`config.mk`:
```
export PLATFORM = sky130hd
export DESIGN_NAME = ps2_kbd_rx_fifo
export DESIGN_NICKNAME = d
export VERILOG_FILES = /design/src/rtl/ps2_kbd_rx_fifo.sv
export SDC_FILE = /design/constraint.sdc
export NUM_CORES = 1
export LEC_CHECK = 0
export CAP_MARGIN = 25
export CORE_MARGIN = 3
export CORE_UTILIZATION = 55
export CTS_CLUSTER_SIZE = 10
export DETAILED_ROUTE_END_ITERATION = 6
export PLACE_DENSITY_LB_ADDON = 0.3
export SETUP_SLACK_MARGIN = 0.3
export SLEW_MARGIN = 0
export SYNTH_ARGS = -nofsm -noshare
export SYNTH_HDL_FRONTEND = slang
export SYNTH_SLANG_ARGS = --single-unit
```
`constraint.sdc`:
```
create_clock -name clk -period 3.1 [get_ports clk]
set_input_delay 0.62 -clock clk [delete_from_list [all_inputs] [get_ports clk]]
set_output_delay 0.62 -clock clk [all_outputs]
set_load 0.02 [all_outputs]
```
`src/rtl/ps2_kbd_rx_fifo.sv`:
```
// PS/2 keyboard receiver: frame deserialiser, E0/F0 prefix decoder and event FIFO
// with valid/ready drain, sticky error flags and a make-event counter.
module ps2_kbd_rx_fifo #(
  parameter int FIFO_DEPTH  = 8,
  parameter int ADDR_W      = 3,
  parameter int TIMEOUT_CYC = 50000,
  parameter int CNT_W       = 8
) (
  input  logic              clk,
  input  logic              rst,
  input  logic              ps2_clk,
  input  logic              ps2_data,
  input  logic              out_ready,
  input  logic              clr_err,
  output logic              out_valid,
  output logic [7:0]        out_code,
  output logic              out_break,
  output logic              out_ext,
  output logic [ADDR_W:0]   level,
  output logic              overflow,
  output logic              parity_err,
  output logic              frame_err,
  output logic [CNT_W-1:0]  press_count
);

  localparam int TO_W = (TIMEOUT_CYC > 2) ? $clog2(TIMEOUT_CYC) : 1;
  localparam logic [TO_W-1:0]   TO_LAST  = TO_W'(TIMEOUT_CYC - 1);
  localparam logic [ADDR_W:0]   LVL_FULL = (ADDR_W+1)'(FIFO_DEPTH);
  localparam logic [1:0] ST_IDLE = 2'd0;
  localparam logic [1:0] ST_E0   = 2'd1;
  localparam logic [1:0] ST_F0   = 2'd2;
  localparam logic [1:0] ST_E0F0 = 2'd3;
  localparam logic [7:0] B_E0    = 8'hE0;
  localparam logic [7:0] B_F0    = 8'hF0;

  // Start bit low, stop bit high, data plus parity bit odd.
  function automatic logic frame_ok(input logic [9:0] bits, input logic stop);
    return (bits[0] == 1'b0) && (stop == 1'b1) && ((^bits[9:1]) == 1'b1);
  endfunction

  logic [2:0]        sync_r;
  logic              sample_s;
  logic [3:0]        bit_cnt_r;
  logic [9:0]        shift_r;
  logic [TO_W-1:0]   to_cnt_r;
  logic              timeout_s, frame_end_s, byte_ok_s, byte_bad_s;
  logic [7:0]        byte_s;
  logic [1:0]        st_r, st_nxt_s;
  logic              push_s, push_ext_s, push_brk_s;
  logic [9:0]        mem_r [FIFO_DEPTH];
  logic [ADDR_W-1:0] wr_ptr_r, rd_ptr_r;
  logic [ADDR_W:0]   level_r, level_nxt_s;
  logic              valid_r, full_s, pop_s, push_ok_s, drop_s;
  logic              ovf_r, perr_r, ferr_r;
  logic [CNT_W-1:0]  press_r;

  assign sample_s    = sync_r[2] & ~sync_r[1];
  assign frame_end_s = sample_s & (bit_cnt_r == 4'd10);
  assign byte_ok_s   = frame_end_s & frame_ok(shift_r, ps2_data);
  assign byte_bad_s  = frame_end_s & ~frame_ok(shift_r, ps2_data);
  assign byte_s      = shift_r[8:1];
  assign timeout_s   = (bit_cnt_r != 4'd0) & ~sample_s & (to_cnt_r == TO_LAST);

  assign full_s    = (level_r == LVL_FULL);
  assign pop_s     = valid_r & out_ready;
  assign push_ok_s = push_s & (~full_s | pop_s);
  assign drop_s    = push_s & full_s & ~pop_s;

  // ps2_clk synchroniser; idles high so reset never fakes a falling edge
  always_ff @(posedge clk or negedge rst) begin
    if (!rst) sync_r <= 3'b111;
    else      sync_r <= {sync_r[1:0], ps2_clk};
  end

  // Bit collection and inter-edge timeout
  always_ff @(posedge clk or negedge rst) begin
    if (!rst) begin
      bit_cnt_r <= 4'd0;
      shift_r   <= 10'd0;
      to_cnt_r  <= '0;
    end else if (sample_s) begin
      to_cnt_r <= '0;
      if (bit_cnt_r == 4'd10) begin
        bit_cnt_r <= 4'd0;
      end else begin
        shift_r[bit_cnt_r] <= ps2_data;
        bit_cnt_r          <= bit_cnt_r + 4'd1;
      end
    end else if (bit_cnt_r != 4'd0) begin
      if (timeout_s) begin
        bit_cnt_r <= 4'd0;
        to_cnt_r  <= '0;
      end else begin
        to_cnt_r <= to_cnt_r + TO_W'(1);
      end
    end else begin
      to_cnt_r <= '0;
    end
  end

  // Prefix decoder: a bad frame leaves the state alone, a timeout abandons it
  always_comb begin
    st_nxt_s   = st_r;
    push_s     = 1'b0;
    push_ext_s = 1'b0;
    push_brk_s = 1'b0;
    if (byte_ok_s) begin
      case (st_r)
        ST_IDLE: begin
          if (byte_s == B_E0)      st_nxt_s = ST_E0;
          else if (byte_s == B_F0) st_nxt_s = ST_F0;
          else                     push_s   = 1'b1;
        end
        ST_E0: begin
          if (byte_s == B_F0)      st_nxt_s = ST_E0F0;
          else if (byte_s == B_E0) st_nxt_s = ST_E0;
          else begin
            st_nxt_s   = ST_IDLE;
            push_s     = 1'b1;
            push_ext_s = 1'b1;
          end
        end
        ST_F0, ST_E0F0: begin
          st_nxt_s   = ST_IDLE;
          push_s     = (byte_s != B_E0) && (byte_s != B_F0);
          push_ext_s = (st_r == ST_E0F0);
          push_brk_s = 1'b1;
        end
        default: st_nxt_s = ST_IDLE;
      endcase
    end else if (timeout_s) begin
      st_nxt_s = ST_IDLE;
    end else begin
      st_nxt_s = st_r;
    end
  end

  // Occupancy update
  always_comb begin
    level_nxt_s = level_r;
    if (push_ok_s && !pop_s)      level_nxt_s = level_r + {{ADDR_W{1'b0}}, 1'b1};
    else if (pop_s && !push_ok_s) level_nxt_s = level_r - {{ADDR_W{1'b0}}, 1'b1};
    else                          level_nxt_s = level_r;
  end

  // Decoder state register
  always_ff @(posedge clk or negedge rst) begin
    if (!rst) st_r <= ST_IDLE;
    else      st_r <= st_nxt_s;
  end

  // FIFO storage, pointers and level; simultaneous push/pop allowed when full
  always_ff @(posedge clk or negedge rst) begin
    if (!rst) begin
      for (int i = 0; i < FIFO_DEPTH; i++) mem_r[i] <= 10'd0;
      wr_ptr_r <= '0;
      rd_ptr_r <= '0;
      level_r  <= '0;
      valid_r  <= 1'b0;
    end else begin
      if (push_ok_s) begin
        mem_r[wr_ptr_r] <= {push_ext_s, push_brk_s, byte_s};
        wr_ptr_r        <= wr_ptr_r + {{(ADDR_W-1){1'b0}}, 1'b1};
      end
      if (pop_s) rd_ptr_r <= rd_ptr_r + {{(ADDR_W-1){1'b0}}, 1'b1};
      level_r <= level_nxt_s;
      valid_r <= (level_nxt_s != '0);
    end
  end

  // Sticky flags (set beats clear) and make-event counter
  always_ff @(posedge clk or negedge rst) begin
    if (!rst) begin
      ovf_r   <= 1'b0;
      perr_r  <= 1'b0;
      ferr_r  <= 1'b0;
      press_r <= '0;
    end else begin
      ovf_r  <= drop_s     | (ovf_r  & ~clr_err);
      perr_r <= byte_bad_s | (perr_r & ~clr_err);
      ferr_r <= timeout_s  | (ferr_r & ~clr_err);
      if (push_ok_s && !push_brk_s) press_r <= press_r + CNT_W'(1);
    end
  end

  assign out_valid   = valid_r;
  assign out_code    = mem_r[rd_ptr_r][7:0];
  assign out_break   = mem_r[rd_ptr_r][8];
  assign out_ext     = mem_r[rd_ptr_r][9];
  assign level       = level_r;
  assign overflow    = ovf_r;
  assign parity_err  = perr_r;
  assign frame_err   = ferr_r;
  assign press_count = press_r;

endmodule

```
==> results.yml <==
run_status:
  outcome: "finished, final reports clean"
clocking:
  cts_tree: "yes"
  cts_hold_buf: 0
  cts_buffers: 17
  insertion_delay_ns: 0.43
  clock-sinks: 137
  cts.root.buffer_cell: "clkbuf_16"
  clk_path_buf_depth: 2
  h-tree-depth: 4
  clk_pin_slew_worst_paths_ns: 0.06
sta:
  rsz0062_at_grt: "yes"
  maxClockFrequency_ghz: 0.360
  slew_viol_final: 0
  fin_setup_tns_ns: 0
  hold_viol_final: 0
  layout_min_cycle_time_ns: 2.78
  worstMarginPinSlew_ns: 0.670
  skew_ns: 0.00719
  timing.final.crit_share_pct: 89.7
  slew_headroom_pct: 55.3
  setup_viol: 0
  fin_hold_ws_ns: 0.161
floorplan:
  start_util_pct: 56.9
  ioPinCount: 32
  placeableCoreArea_um2: 11500
  die_h_um: 115
  die_w_um: 115
  rows: 39
  dieArea_um2: 13300
critical_path:
  crit_buf_inv: 2
  path_max_fanout: 11
  path_cells: "buf_12 -> mux4_2 -> mux2_2 -> dlygate4sd2_1"
  critical-path-top-delay-family: "multiplexers"
  worstPathRequired_ns: 2.48
  arrival_ns: 2.16
  startpoint_type: "flip-flop"
  reg2regPathDepth: 8
  critPathKind: "reg -> out"
  cp.depth: 4
  rrSetupSlack_ns: 0.41
  cp-end-kind: "output pin"
  cp_slowest_stage_delay_ns: 0.52
  critPathSlowestCell: "mux4_2"
finish:
  stdcell_area_um2: 7860
  final_common_cell: "dfrtp_1"
  nets: 614
  antenna_cells: 0
  drive_gt1_share_pct: 26.9
  final_cell_mix: "dfrtp_1 (132), mux2_2 (59), nand2_1 (58), o21ai_0 (38), nor2_1 (37)"
  syn_to_final_growth_pct: 20.0
logic_synthesis:
  async_flop_share_pct: 100
  synth_ff_type: "dfrtp_1"
  synth_edf_count: 0
  syn_avg_cell_area_um2: 12.1
  synth_seq_cells: 137
  synthCells: 539
  ys_warn_count: 0
  synthDistinctLibCells: 52
  synth_nets: 556
  synth_area_um2: 6550
  yosysSeqAreaShare_pct: 52.4
detailed_routing:
  avgRoutedWirePerCell_um: 18.4
  dr_total_vias: 4371
  via_per_inst: 5.80
  drc: 0
  drt_wl_total_mm: 13.9
  dr.pass1.iters: 4
  drt_iter0_drc: 260
  ant_nets: 0
power_and_ir_drop:
  irDropWorstVdd_uv: 611
  p_per_area_nw_per_um2: 781
  power.leakage_nw: 3.76
worst_hold_path:
  hold_class: "in -> async"
global_route:
  grt_max_degree: 61
  grt_pass1_wl_mm: 23.5
  grt_antenna_before_repair: 0
  grt_overflow_total: 0
  grt_pass1_vias: 4651
  grtUsageTotal_pct: 23.3
place:
  gp_congestion: 0.855
  port_buffers: 31
  hpwl_mm: 9.12
  placed_area_um2: 7160
run:
  cap_viol_max_count: 0
[sequential cells by signal, summed over array words and instances (netlist names)]
name and count:
press_count 8, frame_err 1, overflow 1, st_r 2, shift_r 10, out_valid 1
mem_r 80, wr_ptr_r 3, rd_ptr_r 3, sync_r 3, to_cnt_r 16, bit_cnt_r 4
level 4, parity_err 1
[worst reg2reg max path, stage by stage, from the launching register on]
cell and delay [ns]:
dfrtp_1 0.37, inv_1 0.15, ha_1 0.26, xnor3_2 0.46
xnor2_2 0.20, o41a_1 0.50, and3_1 0.21, or3_1 0.38
o211ai_1 0.09
[layer usage]
layer  routed length [µm]  up-vias  share of wire, %  GRT usage, %
met5                    0        -                 0             0
met3                  653       22               4.7          5.95
met2                 6750       90                49          38.0
li1                     -     2049                 -             -
met1                 6270     2210                45          30.6
met4                  206        0               1.5          8.29
[Yosys cell counts, types with 2 or more instances]
master,instances,area (µm²)
and3_1,7,43.8
dfstp_2,3,78.8
dfrtp_1,134,3350
mux2_4,8,120
nand4_1,13,81.3
nand4b_1,2,17.5
nor2b_1,5,31.3
and2_1,2,12.5
nand3b_1,2,15.0
buf_1,2,7.51
ha_1,11,138
nand2b_1,5,31.3
xor2_1,12,105
a21oi_1,3,15.0
a22oi_1,2,15.0
nand2_1,58,218
o21ai_0,38,190
o22ai_1,2,12.5
nor4_1,5,31.3
mux2i_1,8,80.1
nand3_1,13,65.1
or3_1,2,12.5
mux2_2,59,664
mux4_2,20,450
and4_1,3,26.3
o211ai_1,2,15.0
nor2_1,37,139
nor4b_1,2,17.5
nor3_1,3,15.0
xnor2_1,17,149
inv_1,22,82.6
nand2_4,4,45.0
clkbuf_1,14,52.6
[stage by stage]
step	util [%]	power [mW]	instances	setup slack, ns
after floorplan	-	3.28	539	0.371
after global placement	62.1	3.77	718	0.233
after detailed placement	62.1	3.82	718	0.167
after CTS	67.9	6.06	751	0.264
after global routing	68.2	6.44	753	0.238
final	68.2	6.13	753	0.318
[report_power, final]
group / internal (mW) / switching (mW)
clock: 1.37 / 0.780
combinational: 0.841 / 0.932
sequential: 1.96 / 0.250
[layout make-up]
type	count	area, µm²
tap	143	179
clock inverter	14	196
inverter	22	82.6
multi-input combinational	363	3000
sequential	137	3430
fill	835	3660
timing repair buffer	56	528
clock buffer	18	439
[logic make-up after synthesis]
group | count (synthesis) | share of synthesized area [%]
and+or+nand+nor | 172 | 13.9
xor gates and xnor gates | 30 | 4.22
buffers and inverters | 39 | 2.35
DFF | 137 | 52.4
muxes | 96 | 20.3
adders and majority gates | 11 | 2.10
AOI/OAI and AO/OA | 54 | 4.68
[final timing paths]
kind | from | end
setup / recovery | rd_ptr_r[0]$_DFFE_PN0P_ | out_break
hold / removal | rst | mem_r[25]$_DFFE_PN0P_
setup reg to reg | shift_r[2]$_DFFE_PN0P_ | out_valid$_DFF_PN0_
hold reg to reg | sync_r[0]$_DFF_PN1_ | sync_r[1]$_DFF_PN1_
max in group asynchronous | rst | rd_ptr_r[0]$_DFFE_PN0P_
min in group clk | sync_r[0]$_DFF_PN1_ | sync_r[1]$_DFF_PN1_
[timing repair]
action | CTS | global route
buffers inserted | 0 | 2
resized for setup | 13 | 8
pin swaps | 0 | 2
setup endpoints to repair | 27 | 61
gates cloned | 1 | 0
Note: power is estimated with default switching activity, not from simulation.
